## config.mk

```make
export PLATFORM = sky130hd
export DESIGN_NAME = traffic_phase_sched_flat
export DESIGN_NICKNAME = d
export VERILOG_FILES = /design/src/rtl/traffic_phase_sched_if.sv /design/src/rtl/traffic_phase_sched.sv /design/src/flat_wrapper.sv
export SDC_FILE = /design/constraint.sdc
export NUM_CORES = 1
export LEC_CHECK = 0
export ABC_AREA = 0
export CAP_MARGIN = 10
export CORE_UTILIZATION = 30
export CTS_BUF_LIST = sky130_fd_sc_hd__clkbuf_2 sky130_fd_sc_hd__clkbuf_4 sky130_fd_sc_hd__clkbuf_8
export DETAILED_ROUTE_END_ITERATION = 7
export HOLD_SLACK_MARGIN = 0.02
export PLACE_DENSITY = 0.5
export SLEW_MARGIN = 30
export SYNTH_ARGS = -nofsm -noshare
export SYNTH_HDL_FRONTEND = slang
export SYNTH_SLANG_ARGS = --single-unit
```

## constraint.sdc

```tcl
create_clock -name clk -period 2.62 [get_ports clk]
set_clock_uncertainty 0.2 [all_clocks]
set_input_delay 0.262 -clock clk [delete_from_list [all_inputs] [get_ports clk]]
set_output_delay 0.262 -clock clk [all_outputs]
set_load 0.03 [all_outputs]
```

## src/rtl/traffic_phase_sched_if.sv

```systemverilog
// ============================================================================
// Module      : traffic_phase_sched_if
// Description : Signal bundle between the intersection phase scheduler and
//               its environment (tick strobe, vehicle sensors, lamp codes,
//               phase number, green-start pulse, optional pedestrian pair).
//   master : drives tick, ta, tb (and ped_req); observes the outputs
//   slave  : the scheduler itself
//   Optional feature macro: PED_WALK_EN adds ped_req / walk.
// Revision    : 1.0  initial release
// ============================================================================
`default_nettype none

interface traffic_phase_sched_if;
  logic       tick;
  logic       ta;
  logic       tb;
  logic [1:0] sa;
  logic [1:0] sb;
  logic [2:0] phase;
  logic       green_start;
`ifdef PED_WALK_EN
  logic       ped_req;
  logic       walk;
`endif

  modport master (
    output tick, ta, tb,
    input  sa, sb, phase, green_start
`ifdef PED_WALK_EN
    , output ped_req
    , input  walk
`endif
  );

  modport slave (
    input  tick, ta, tb,
    output sa, sb, phase, green_start
`ifdef PED_WALK_EN
    , input  ped_req
    , output walk
`endif
  );
endinterface

`default_nettype wire

```

## src/rtl/traffic_phase_sched.sv

```systemverilog
// ============================================================================
// Module      : traffic_phase_sched
// Description : Demand-driven green/yellow/all-red phase scheduler for a
//               two-road intersection. All timing is counted in tick strobes.
//   clk    in  clock
//   reset  in  asynchronous, active-high reset
//   bus    traffic_phase_sched_if.slave:
//            tick, ta, tb (in)          timing strobe and vehicle sensors
//            sa, sb (out)               lamp codes r=00 y=01 g=10
//            phase (out)                state encoding
//            green_start (out)          1-clk pulse on green entry
//            ped_req (in), walk (out)   only with PED_WALK_EN
//   Optional feature macro: PED_WALK_EN (pedestrian walk phase).
// Revision    : 1.0  initial release
// ============================================================================
`default_nettype none

module traffic_phase_sched #(
  parameter int CNT_W     = 8,
  parameter int MIN_GREEN = 5,
  parameter int MAX_GREEN = 20,
  parameter int YELLOW_T  = 3,
  parameter int ALLRED_T  = 1
`ifdef PED_WALK_EN
  , parameter int WALK_T  = 4
`endif
) (
  input  wire logic             clk,
  input  wire logic             reset,
  traffic_phase_sched_if.slave  bus
);

  localparam logic [1:0] c_lamp_r = 2'b00;
  localparam logic [1:0] c_lamp_y = 2'b01;
  localparam logic [1:0] c_lamp_g = 2'b10;

  // Timer compare points are "last tick of the interval" values.
  localparam logic [CNT_W-1:0] c_min_last = CNT_W'(MIN_GREEN - 1);
  localparam logic [CNT_W-1:0] c_max_last = CNT_W'(MAX_GREEN - 1);
  localparam logic [CNT_W-1:0] c_yel_last = CNT_W'(YELLOW_T - 1);
  localparam logic [CNT_W-1:0] c_clr_last = CNT_W'(ALLRED_T - 1);
  localparam logic [CNT_W-1:0] c_cnt_sat  = CNT_W'(MAX_GREEN - 1);
`ifdef PED_WALK_EN
  localparam logic [CNT_W-1:0] c_wlk_last = CNT_W'(WALK_T - 1);
`endif

`ifdef PED_WALK_EN
  typedef enum logic [2:0] {
    A_GRN = 3'd0, A_YEL = 3'd1, A_CLR = 3'd2,
    B_GRN = 3'd3, B_YEL = 3'd4, B_CLR = 3'd5,
    WALK  = 3'd6
  } state_t;
`else
  typedef enum logic [2:0] {
    A_GRN = 3'd0, A_YEL = 3'd1, A_CLR = 3'd2,
    B_GRN = 3'd3, B_YEL = 3'd4, B_CLR = 3'd5
  } state_t;
`endif

  state_t           r_state;
  state_t           w_next;
  logic [CNT_W-1:0] r_cnt;
  logic             r_green_start;
  logic             w_ped_dem;

`ifdef PED_WALK_EN
  logic r_ped_pend;
  logic r_from_a;     // WALK was entered from A_CLR, so it hands over to B

  assign w_ped_dem = r_ped_pend;
`else
  assign w_ped_dem = 1'b0;
`endif

  // --------------------------------------------------------------------------
  // Next-state decision. Only consulted on a tick; uses the registered timer.
  // A pending pedestrian ends a green as soon as min-green is met, regardless
  // of demand on the serving road.
  // --------------------------------------------------------------------------
  always_comb begin
    w_next = r_state;
    case (r_state)
      A_GRN: begin
        if (r_cnt >= c_min_last &&
            (w_ped_dem || (bus.tb && (!bus.ta || r_cnt >= c_max_last))))
          w_next = A_YEL;
      end
      A_YEL: begin
        if (r_cnt == c_yel_last) w_next = A_CLR;
      end
      A_CLR: begin
        if (r_cnt == c_clr_last) begin
`ifdef PED_WALK_EN
          w_next = r_ped_pend ? WALK : B_GRN;
`else
          w_next = B_GRN;
`endif
        end
      end
      B_GRN: begin
        if (r_cnt >= c_min_last &&
            (w_ped_dem || (bus.ta && (!bus.tb || r_cnt >= c_max_last))))
          w_next = B_YEL;
      end
      B_YEL: begin
        if (r_cnt == c_yel_last) w_next = B_CLR;
      end
      B_CLR: begin
        if (r_cnt == c_clr_last) begin
`ifdef PED_WALK_EN
          w_next = r_ped_pend ? WALK : A_GRN;
`else
          w_next = A_GRN;
`endif
        end
      end
`ifdef PED_WALK_EN
      WALK: begin
        if (r_cnt == c_wlk_last) w_next = r_from_a ? B_GRN : A_GRN;
      end
`endif
      // Unreachable encodings recover through an all-red clearance.
      default: w_next = A_CLR;
    endcase
  end

  // --------------------------------------------------------------------------
  // State, phase timer and green-start pulse.
  // --------------------------------------------------------------------------
  always_ff @(posedge clk or posedge reset) begin
    if (reset) begin
      r_state       <= A_GRN;
      r_cnt         <= '0;
      r_green_start <= 1'b0;
    end else begin
      r_green_start <= 1'b0;
      if (bus.tick) begin
        if (w_next != r_state) begin
          r_state       <= w_next;
          r_cnt         <= '0;
          r_green_start <= (w_next == A_GRN) || (w_next == B_GRN);
        end else if (r_cnt != c_cnt_sat) begin
          r_cnt <= r_cnt + 1'b1;
        end
      end
    end
  end

`ifdef PED_WALK_EN
  // The request latch clears only on the edge that enters WALK; a press
  // during WALK itself is kept for the next cycle of phases.
  always_ff @(posedge clk or posedge reset) begin
    if (reset) begin
      r_ped_pend <= 1'b0;
      r_from_a   <= 1'b0;
    end else begin
      if (bus.tick && w_next == WALK && r_state != WALK) begin
        r_ped_pend <= 1'b0;
        r_from_a   <= (r_state == A_CLR);
      end else if (bus.ped_req) begin
        r_ped_pend <= 1'b1;
      end
    end
  end

  assign bus.walk = (r_state == WALK);
`endif

  // --------------------------------------------------------------------------
  // Moore lamp decode straight from the state register.
  // --------------------------------------------------------------------------
  always_comb begin
    bus.sa = c_lamp_r;
    bus.sb = c_lamp_r;
    case (r_state)
      A_GRN:   bus.sa = c_lamp_g;
      A_YEL:   bus.sa = c_lamp_y;
      B_GRN:   bus.sb = c_lamp_g;
      B_YEL:   bus.sb = c_lamp_y;
      default: ;
    endcase
  end

  assign bus.phase       = r_state;
  assign bus.green_start = r_green_start;

endmodule

`default_nettype wire

```

## src/flat_wrapper.sv

```systemverilog
// flat-port wrapper written by rule: the top's interface ports become plain ports
module traffic_phase_sched_flat 
#(
  parameter int CNT_W     = 8,
  parameter int MIN_GREEN = 5,
  parameter int MAX_GREEN = 20,
  parameter int YELLOW_T  = 3,
  parameter int ALLRED_T  = 1

)
  (clk, reset, bus_tick, bus_ta, bus_tb, bus_sa, bus_sb, bus_phase, bus_green_start);
  traffic_phase_sched_if bus_i ();
  input  wire logic clk;
  input  wire logic reset;
  input wire logic [$bits(bus_i.tick)-1:0] bus_tick;
  input wire logic [$bits(bus_i.ta)-1:0] bus_ta;
  input wire logic [$bits(bus_i.tb)-1:0] bus_tb;
  output wire logic [$bits(bus_i.sa)-1:0] bus_sa;
  output wire logic [$bits(bus_i.sb)-1:0] bus_sb;
  output wire logic [$bits(bus_i.phase)-1:0] bus_phase;
  output wire logic [$bits(bus_i.green_start)-1:0] bus_green_start;
  assign bus_i.tick = bus_tick;
  assign bus_i.ta = bus_ta;
  assign bus_i.tb = bus_tb;
  assign bus_sa = bus_i.sa;
  assign bus_sb = bus_i.sb;
  assign bus_phase = bus_i.phase;
  assign bus_green_start = bus_i.green_start;
  traffic_phase_sched #(.CNT_W(CNT_W), .MIN_GREEN(MIN_GREEN), .MAX_GREEN(MAX_GREEN), .YELLOW_T(YELLOW_T), .ALLRED_T(ALLRED_T)) u_core (.clk(clk), .reset(reset), .bus(bus_i));
endmodule
```

# Yosys cells after proc, flatten, opt, wreduce, memory -nomap -nowiden
# Cells that the tools add are included.
# word_totals
input_bits,5
out_inout_bits,8
reg_bits,12
word_cells,43
# op_classes
add_sub_neg,1
n_eq_ne,9
mux,13
magnitude_cmp,2
reduce_logical,15
# op_table
operator,n
$mux 3,6
$pmux 3 s6,1
$mux 8,2
$eq 3x2->1 const B,3
$add 8x1->8 const B,1
$eq 8x2->1 const B,1
$ge 8x3->1 const B,1
$ge 8x5->1 const B,1
$logic_not 8->1,1
$ne 8x5->1 const B,1
$pmux 2 s2,2
$eq 3x3->1 const B,2
$logic_not 3->1,2
$logic_and 1x1->1,4
$reduce_and 2->1,2
$eq 3x1->1 const B,1
$logic_or 1x1->1,3
$ne 3x3->1,1
$logic_not 1->1,2
$mux 1,2
$reduce_bool 2->1,1

# Logic depth before layout (Yosys ltp)
# Gate-level depths: netlist of run 1.
# logic_depth
ltp_word,10
ltp_mapped,8
depth_no_buf,8

# Worst setup path after synthesis of run 1
# Ideal clock, no wire load.
# synth_path
kind,register to register
start,reg u_core.r_state[1] (netlist: u_core.bus.phase[1])
end,reg u_core.r_state[2] (netlist: u_core.bus.phase[2])
period_less_slack_ns,2.764
path_buffers,1
stages_incl_launch_ff,8
required_ns,2.298
arrival_ns,2.443
slack_ns,-0.144
setup_ns,0.122
path_cell_list,dfrtp_1 > clkbuf_1 > nor3_1 > nand2_1 > o21ai_1 > o21ai_2 > a221o_1 > a32o_1
# synth_between
elab_chain_len,4
word_cells_on_any_way,15
cone_classes,6 x eq/ne; 7 x mux; 2 x reduce/logical
# synth_lines
element,line_no,text
from (decl),traffic_phase_sched.sv:60,state_t r_state;
from (signal assigned),traffic_phase_sched.sv:139,r_state <= w_next;
$eq 3x3->1 (tied with other cells),traffic_phase_sched.sv:82,case (r_state)
$pmux 3 s6,traffic_phase_sched.sv:82,
$ne 3x3->1,traffic_phase_sched.sv:138,if (w_next != r_state) begin
$reduce_and 2->1 (no source line),-,
# Parallel ways exist; a longest one is shown, timed or not.
# A chain may end at the register's enable or synchronous reset.

# Worst setup path in the final report of run 1
# layout_path
start,reg u_core.r_state[0] (netlist: u_core.bus.phase[0])
end,out bus_sa[0]
# layout_between
elab_chain_len,2
word_cells_on_any_way,3
cone_classes,1 x eq/ne; 1 x mux; 1 x reduce/logical
# layout_lines
element,line_no,text
$eq 3x1->1 or $logic_not 3->1 (tied branches),traffic_phase_sched.sv:175,case (r_state)
$pmux 2 s2 *,traffic_phase_sched.sv:175,
to (decl),flat_wrapper.sv:18,output wire logic [$bits(bus_i.sa)-1:0] bus_sa;
# Mark *: on every way between the ends. The rest lies on a longest branch, timed or not.

==> impl_metrics.xml, run 1 <==
<?xml version="1.0" encoding="UTF-8"?>
<metrics>
  <group name="synthesis">
    <metric name="yosys.cell_types.count" unit="">45</metric>
    <metric name="synth-main-ff-cell" unit="">sky130_fd_sc_hd__dfrtp_1</metric>
    <metric name="synth_area_leaders" unit="">sky130_fd_sc_hd__dfrtp_1 30%, sky130_fd_sc_hd__inv_1 4.2%, sky130_fd_sc_hd__ha_1 3.8%</metric>
    <metric name="synthesis.nets" unit="">122</metric>
    <metric name="number_of_warnings_reported_in_the_yosys_synthesis_log" unit="">0</metric>
    <metric name="post_synthesis_cells" unit="">114</metric>
    <metric name="syn_avg_cell_area" unit="um2">8.65</metric>
    <metric name="synth.most_common_cell" unit="">sky130_fd_sc_hd__dfrtp_1</metric>
    <metric name="synth-async-reset-ratio" unit="%">100</metric>
    <metric name="post_synth_most_frequent_cells" unit="">12 x sky130_fd_sc_hd__dfrtp_1, 11 x sky130_fd_sc_hd__inv_1, 7 x sky130_fd_sc_hd__nor2_1</metric>
    <metric name="synth-seq-cells" unit="">12</metric>
    <metric name="edff_count_synth" unit="">0</metric>
    <metric name="mappedNetlistArea" unit="um2">986</metric>
    <metric name="synth_top_area_share" unit="%">30.5</metric>
    <metric name="synth_top_area_cell" unit="">sky130_fd_sc_hd__dfrtp_1</metric>
    <metric name="seq_area_frac_synth" unit="%">30.5</metric>
  </group>
  <group name="sta">
    <metric name="max_freq" unit="GHz">0.419</metric>
    <metric name="final_hold_viol_count" unit="">0</metric>
    <metric name="setup_total_negative_slack" unit="ns">0</metric>
    <metric name="final_min_period_over_clock_period" unit="%">91.1</metric>
    <metric name="unrepaired_setup_endpoints_after_global_routing" unit="">false</metric>
    <metric name="min_period" unit="ns">2.39</metric>
    <metric name="setup_viol" unit="">0</metric>
    <metric name="worst_slew_pin_slew" unit="ns">0.572</metric>
    <metric name="worst_slew_margin_rel" unit="%">61.7</metric>
    <metric name="timing_max_transition_violations_final" unit="">0</metric>
  </group>
  <group name="clock_tree">
    <metric name="worstSkewPairLatency" unit="ns">0.27</metric>
    <metric name="clock_sink_count" unit="">12</metric>
    <metric name="post_cts_resized" unit="">0</metric>
    <metric name="post_cts_hold_buffer_count" unit="">0</metric>
    <metric name="tritoncts" unit="">yes</metric>
    <metric name="max-clock-path-buffers" unit="">2</metric>
    <metric name="clock_tree.root_cell" unit="">sky130_fd_sc_hd__clkbuf_4</metric>
    <metric name="postCtsSetupBuffers" unit="">0</metric>
    <metric name="number_of_buffers_created_by_cts" unit="">3</metric>
    <metric name="clk_transition_reported_paths" unit="ns">0.08</metric>
    <metric name="cts-htree-levels" unit="">1</metric>
  </group>
  <group name="setup_path">
    <metric name="flop_to_flop_setup_slack" unit="ns">0.24</metric>
    <metric name="cp-end-kind" unit="">output pin</metric>
    <metric name="rr_endpoint" unit="">u_core.bus.phase[2]$_DFFE_PP0P_</metric>
    <metric name="critPathLaunchType" unit="">register</metric>
    <metric name="required" unit="ns">2.16</metric>
    <metric name="critical_path_peak_fanout" unit="">9</metric>
    <metric name="critPathCapture" unit="">bus_sa[0]</metric>
    <metric name="critical_path_class" unit="">register to output pin</metric>
    <metric name="r2r_startpoint" unit="">u_core.r_cnt[1]$_DFFE_PP0P_</metric>
    <metric name="rr_worst_depth" unit="">8</metric>
    <metric name="worstPathArrival" unit="ns">1.93</metric>
    <metric name="startpoint" unit="">u_core.bus.phase[0]$_DFFE_PP0P_</metric>
  </group>
  <group name="routing">
    <metric name="drt_pass1_iterations" unit="">4</metric>
    <metric name="via_per_inst" unit="">5.23</metric>
    <metric name="ant_nets" unit="">0</metric>
    <metric name="initialDrtViolationCount" unit="">33</metric>
    <metric name="totalWireLength" unit="um">2400</metric>
    <metric name="drc" unit="">0</metric>
    <metric name="post_drt_wl_per_cell" unit="um">13.9</metric>
    <metric name="dr_total_vias" unit="">899</metric>
  </group>
  <group name="grt">
    <metric name="grt_antenna_before_repair" unit="">0</metric>
    <metric name="overflow" unit="">0</metric>
    <metric name="first_pass_grt_wire_length" unit="um">4150</metric>
    <metric name="grt_max_degree" unit="">16</metric>
    <metric name="via_count_of_the_first_global_routing_pass" unit="">874</metric>
    <metric name="grt_use_total" unit="%">16.2</metric>
  </group>
  <group name="final_layout">
    <metric name="layout.cell_area.non_filler" unit="um2">1210</metric>
    <metric name="final_nets" unit="">137</metric>
    <metric name="antenna_cells" unit="">0</metric>
    <metric name="multi_input_comb_area" unit="um2">628</metric>
    <metric name="n_fill_cell" unit="">319</metric>
    <metric name="sequential_cell_area" unit="um2">300</metric>
    <metric name="fraction_of_the_core_area_covered_by_cells_at_the_end_of_the_flow" unit="%">39.2</metric>
    <metric name="areaGrowthSynthToFinish" unit="%">22.3</metric>
    <metric name="finish.cell_count_without_fillers" unit="">172</metric>
    <metric name="layout-drive-gt1-share" unit="%">15.6</metric>
  </group>
  <group name="place">
    <metric name="gpl.final_weighted_congestion" unit="">0.841</metric>
    <metric name="dpl.hpwl" unit="um">1850</metric>
    <metric name="dpl_cell_area" unit="um2">1170</metric>
    <metric name="port-buffer-count" unit="">12</metric>
    <metric name="number_of_cells_in_the_design_after_placement" unit="">168</metric>
  </group>
  <group name="worst_hold_path">
    <metric name="hold_path.class" unit="">input port to async pin</metric>
  </group>
  <group name="die">
    <metric name="core_area" unit="um2">3080</metric>
    <metric name="io_pins" unit="">13</metric>
    <metric name="die_h" unit="um">59.3</metric>
    <metric name="die_width" unit="um">59.3</metric>
    <metric name="die_area" unit="um2">3520</metric>
    <metric name="rows" unit="">20</metric>
    <metric name="initial_utilization" unit="%">32.0</metric>
  </group>
  <group name="power">
    <metric name="design_power_total" unit="W">0.00143</metric>
    <metric name="peakVddDrop" unit="mV">0.369</metric>
    <metric name="power_leakage" unit="nW">0.506</metric>
    <metric name="power.density" unit="nW/um2">1180</metric>
  </group>
  <group name="job">
    <metric name="cap_viol_max_count" unit="">0</metric>
  </group>
  <group name="run_status">
    <metric name="result_of_the_run" unit="">finished, final reports clean</metric>
  </group>
</metrics>
-- critical path, cell delays in order (launching register included) --
cell                              delay (ns)
sky130_fd_sc_hd__dfrtp_1                0.53
sky130_fd_sc_hd__inv_1                  0.21
sky130_fd_sc_hd__nor3_1                 0.20
sky130_fd_sc_hd__clkdlybuf4s50_1        0.70
-- how the worst min path moves through the flow --
stage	start	end	slack, ns	cells past startpoint
2_1_floorplan	reset	u_core.bus.green_start$_DFF_PP0_	-0.07	1
3_3_place_gp	u_core.r_cnt[7]$_DFFE_PP0P_	u_core.r_cnt[7]$_DFFE_PP0P_	0.35	1
3_5_place_dp	u_core.r_cnt[7]$_DFFE_PP0P_	u_core.r_cnt[7]$_DFFE_PP0P_	0.35	1
4_1_cts	reset	u_core.r_cnt[0]$_DFFE_PP0P_	0.10	2
5_1_grt	reset	u_core.r_cnt[1]$_DFFE_PP0P_	0.13	2
6_report	reset	u_core.r_cnt[0]$_DFFE_PP0P_	0.09	2
-- cell families after synthesis --
logic type / after synthesis / synth area share [%]
fa+ha+maj: 3 / 3.81
simple gates: 41 / 25.3
compound gates: 37 / 29.2
mux: 3 / 3.17
xor+xnor: 2 / 1.78
buf+inv: 16 / 6.35
flops: 12 / 30.5
-- cell type report --
type                            instances  area share [%]
Multi-Input combinational cell         86            52.1
Clock buffer                            4            3.01
Sequential cell                        12            24.9
Timing Repair Buffer                   15            12.0
Tap cell                               44            4.56
Inverter                               11            3.42
-- cell usage in the layout, fill, tap and decap left out, drive strengths merged, types with 2 or more instances in the layout --
master,count
a21oi,6
nand3,6
nor3b,4
o211ai,3
inv,11
nor2,7
ha,3
nor3,7
nand2,6
xnor2,2
clkbuf,4
o31ai,2
mux2i,2
a31oi,4
o21ai,10
a221oi,3
dfrtp,12
nand2b,3
buf,3
clkdlybuf4s50,11
-- through the flow --
stage	setup WS [ns]	hold WS [ns]
after global placement	0.223	0.346
final	0.232	0.0865
after detailed placement	0.162	0.353
after global routing	0.104	0.135
after CTS	0.105	0.104
after floorplan	0.0692	-0.0733
-- sequential cells by signal (all words and copies together), names as in the netlist --
signal and flops:
u_core.r_cnt 8, u_core.bus.phase 3, u_core.bus.green_start 1
-- power by group --
group / internal, W / total (W) / switching, W
Clock: 0.0000846 / 0.000149 / 0.0000641
Sequential: 0.000254 / 0.000354 / 0.0000991
Combinational: 0.000379 / 0.000926 / 0.000547
-- metal layers --
metal / share of wire (%) / vias up / routed length [um] / GRT usage [%]
met5: 0 / - / 0 / 0
met1: 47 / 423 / 1140 / 20.5
met3: 3.5 / 6 / 84 / 4.80
met4: 1.8 / 0 / 43 / 6.12
li1: - / 452 / - / -
met2: 47 / 18 / 1130 / 25.7
No activity file was read; power rests on OpenSTA's default activity.
==> inputs of run 2 (changes only) <==
Settings changed: CORE_UTILIZATION 30 to 45, PLACE_DENSITY 0.5 to 0.68.
==> run 2 against run 1 <==
  * Non-clock buffer count did not move
  * Wire length rose by 1.4%
  * Register-to-register slack barely moved
  * Critical endpoint is now bus_sb[1]
  * Largest power group unchanged
  * Core utilization rose by 20 points
  * Total power rose by 1.2%
  * Combinational power rose by 2.2%
  * Sequential power fell by 4%
  * Highest routed layer unchanged
==> impl_metrics.xml, run 2 (synthesis results as in run 1) <==
<?xml version="1.0" encoding="UTF-8"?>
<metrics>
  <group name="die">
    <metric name="rows" unit="">16</metric>
    <metric name="die_area" unit="um2">2380</metric>
    <metric name="die_width" unit="um">48.8</metric>
    <metric name="core_area" unit="um2">2000</metric>
    <metric name="die_h" unit="um">48.8</metric>
    <metric name="initial_utilization" unit="%">49.3</metric>
    <metric name="io_pins" unit="">13</metric>
  </group>
  <group name="grt">
    <metric name="grt_use_total" unit="%">22.8</metric>
    <metric name="overflow" unit="">0</metric>
    <metric name="grt_antenna_before_repair" unit="">0</metric>
    <metric name="first_pass_grt_wire_length" unit="um">4160</metric>
    <metric name="via_count_of_the_first_global_routing_pass" unit="">909</metric>
    <metric name="grt_max_degree" unit="">16</metric>
  </group>
  <group name="job">
    <metric name="cap_viol_max_count" unit="">0</metric>
  </group>
  <group name="clock_tree">
    <metric name="post_cts_hold_buffer_count" unit="">0</metric>
    <metric name="tritoncts" unit="">yes</metric>
    <metric name="postCtsSetupBuffers" unit="">0</metric>
    <metric name="clk_transition_reported_paths" unit="ns">0.09</metric>
    <metric name="max-clock-path-buffers" unit="">2</metric>
    <metric name="post_cts_resized" unit="">0</metric>
    <metric name="clock_sink_count" unit="">12</metric>
    <metric name="clock_tree.root_cell" unit="">sky130_fd_sc_hd__clkbuf_4</metric>
    <metric name="cts-htree-levels" unit="">1</metric>
    <metric name="number_of_buffers_created_by_cts" unit="">3</metric>
    <metric name="worstSkewPairLatency" unit="ns">0.29</metric>
  </group>
  <group name="power">
    <metric name="power.internal" unit="W">0.000721</metric>
    <metric name="power_leakage" unit="nW">0.491</metric>
    <metric name="p_sw" unit="W">0.000724</metric>
    <metric name="swShare" unit="%">50.1</metric>
    <metric name="seqPwrFrac" unit="%">23.6</metric>
    <metric name="design_power_total" unit="W">0.00145</metric>
    <metric name="power.density" unit="nW/um2">1220</metric>
    <metric name="clock_network_power_share" unit="%">10.9</metric>
    <metric name="peakVddDrop" unit="mV">0.644</metric>
    <metric name="combinationalPowerShare" unit="%">65.4</metric>
  </group>
  <group name="final_layout">
    <metric name="largest_register_ff_count" unit="">8</metric>
    <metric name="layout-drive-gt1-share" unit="%">15.6</metric>
    <metric name="n_fill_cell" unit="">187</metric>
    <metric name="sequential_cell_area" unit="um2">300</metric>
    <metric name="layout_common_cells" unit="">12 x sky130_fd_sc_hd__clkdlybuf4s50_1, 12 x sky130_fd_sc_hd__dfrtp_1, 11 x sky130_fd_sc_hd__inv_1</metric>
    <metric name="final_nets" unit="">137</metric>
    <metric name="fraction_of_the_core_area_covered_by_cells_at_the_end_of_the_flow" unit="%">59.1</metric>
    <metric name="antenna_cells" unit="">0</metric>
    <metric name="areaGrowthSynthToFinish" unit="%">19.9</metric>
    <metric name="multi_input_comb_area" unit="um2">628</metric>
    <metric name="largest_register" unit="">u_core.r_cnt</metric>
  </group>
  <group name="sta">
    <metric name="max_freq" unit="GHz">0.419</metric>
    <metric name="worst_slew_margin_rel" unit="%">59.8</metric>
    <metric name="worst_slew_pin_slew" unit="ns">0.599</metric>
    <metric name="setup_total_negative_slack" unit="ns">0</metric>
    <metric name="unrepaired_setup_endpoints_after_global_routing" unit="">false</metric>
    <metric name="final_hold_viol_count" unit="">0</metric>
    <metric name="postLayoutSetupSlackWorst" unit="ns">0.233</metric>
    <metric name="timing_max_transition_violations_final" unit="">0</metric>
    <metric name="min_period" unit="ns">2.39</metric>
    <metric name="final.hold.worst_slack" unit="ns">0.0724</metric>
    <metric name="final_min_period_over_clock_period" unit="%">91.1</metric>
    <metric name="setup_viol" unit="">0</metric>
  </group>
  <group name="routing">
    <metric name="drt_pass1_iterations" unit="">4</metric>
    <metric name="initialDrtViolationCount" unit="">44</metric>
    <metric name="via_per_inst" unit="">6.11</metric>
    <metric name="dr_total_vias" unit="">947</metric>
    <metric name="ant_nets" unit="">0</metric>
    <metric name="drc" unit="">0</metric>
    <metric name="post_drt_wl_per_cell" unit="um">15.7</metric>
    <metric name="totalWireLength" unit="um">2430</metric>
  </group>
  <group name="worst_hold_path">
    <metric name="hold_path.class" unit="">input port to async pin</metric>
  </group>
  <group name="setup_path">
    <metric name="critPathLaunchType" unit="">register</metric>
    <metric name="cp-end-kind" unit="">output pin</metric>
    <metric name="worstPathArrival" unit="ns">1.92</metric>
    <metric name="critical_path_peak_fanout" unit="">8</metric>
    <metric name="rr_worst_depth" unit="">8</metric>
    <metric name="critical_path_class" unit="">register to output pin</metric>
    <metric name="required" unit="ns">2.16</metric>
  </group>
  <group name="place">
    <metric name="dpl.hpwl" unit="um">1860</metric>
    <metric name="gpl.final_weighted_congestion" unit="">0.857</metric>
    <metric name="port-buffer-count" unit="">12</metric>
    <metric name="pre_cts_ws" unit="ns">0.184</metric>
  </group>
  <group name="run_status">
    <metric name="result_of_the_run" unit="">finished, final reports clean</metric>
  </group>
</metrics>
## run 2: stage by stage
stage,instances,cell area [um2]
2_1_floorplan,114,991
3_3_place_gp,151,1150
3_5_place_dp,151,1150
4_1_cts,155,1180
5_1_grt,155,1180
6_report,155,1180
## run 2: area by class of cell
| class | instances | area share, % |
|---|---|---|
| multi-input combinational | 86 | 53.1 |
| clock buffer | 4 | 3.07 |
| sequential | 12 | 25.4 |
| timing repair buffer | 15 | 12.1 |
| tap | 27 | 2.86 |
| inverter | 11 | 3.49 |
## run 2: power groups by stage
| stage | clock (W) | sequential (W) | combinational, W |
|---|---|---|---|
| after floorplan | 0 | 0.000364 | 0.000650 |
| after detailed placement | 0 | 0.000345 | 0.000938 |
| after CTS | 0.000159 | 0.000342 | 0.000942 |
| after global routing | 0.000171 | 0.000358 | 0.00103 |
| after global placement | 0 | 0.000341 | 0.000916 |
| final | 0.000158 | 0.000341 | 0.000946 |
## run 2: final timing paths
check / slack (ns) / endpoint / from
worst max-delay path: 0.23 / bus_sb[1] / u_core.bus.phase[0]$_DFFE_PP0P_
worst min-delay path: 0.07 / u_core.bus.phase[0]$_DFFE_PP0P_ / reset
worst max register to register: 0.25 / u_core.bus.phase[2]$_DFFE_PP0P_ / u_core.r_cnt[0]$_DFFE_PP0P_
worst min register to register: 0.38 / u_core.r_cnt[7]$_DFFE_PP0P_ / u_core.r_cnt[7]$_DFFE_PP0P_
max in group asynchronous: 1.82 / u_core.r_cnt[1]$_DFFE_PP0P_ / reset
min in group clk: 0.38 / u_core.r_cnt[7]$_DFFE_PP0P_ / u_core.r_cnt[7]$_DFFE_PP0P_
## run 2: layer usage
| metal | GRT usage [%] | vias to the layer above | part of all wire [%] |
|---|---|---|---|
| li1 | - | 452 | - |
| met1 | 29.2 | 446 | 42 |
| met2 | 38.0 | 41 | 48 |
| met3 | 4.05 | 8 | 7.2 |
| met4 | 8.82 | 0 | 2.6 |
| met5 | 0 | - | 0 |
## run 2: worst max-delay path, cell delays in order, from the launching register on
cell                              delay [ns]
sky130_fd_sc_hd__dfrtp_1                0.44
sky130_fd_sc_hd__inv_1                  0.16
sky130_fd_sc_hd__nor3_1                 0.30
sky130_fd_sc_hd__clkdlybuf4s50_1        0.74
==> inputs of run 3 (changes only) <==
Settings changed: GPL_TIMING_DRIVEN set to 1.
==> results of run 3 <==
No change in the layout: final DEF, timing and power equal those of run 2.
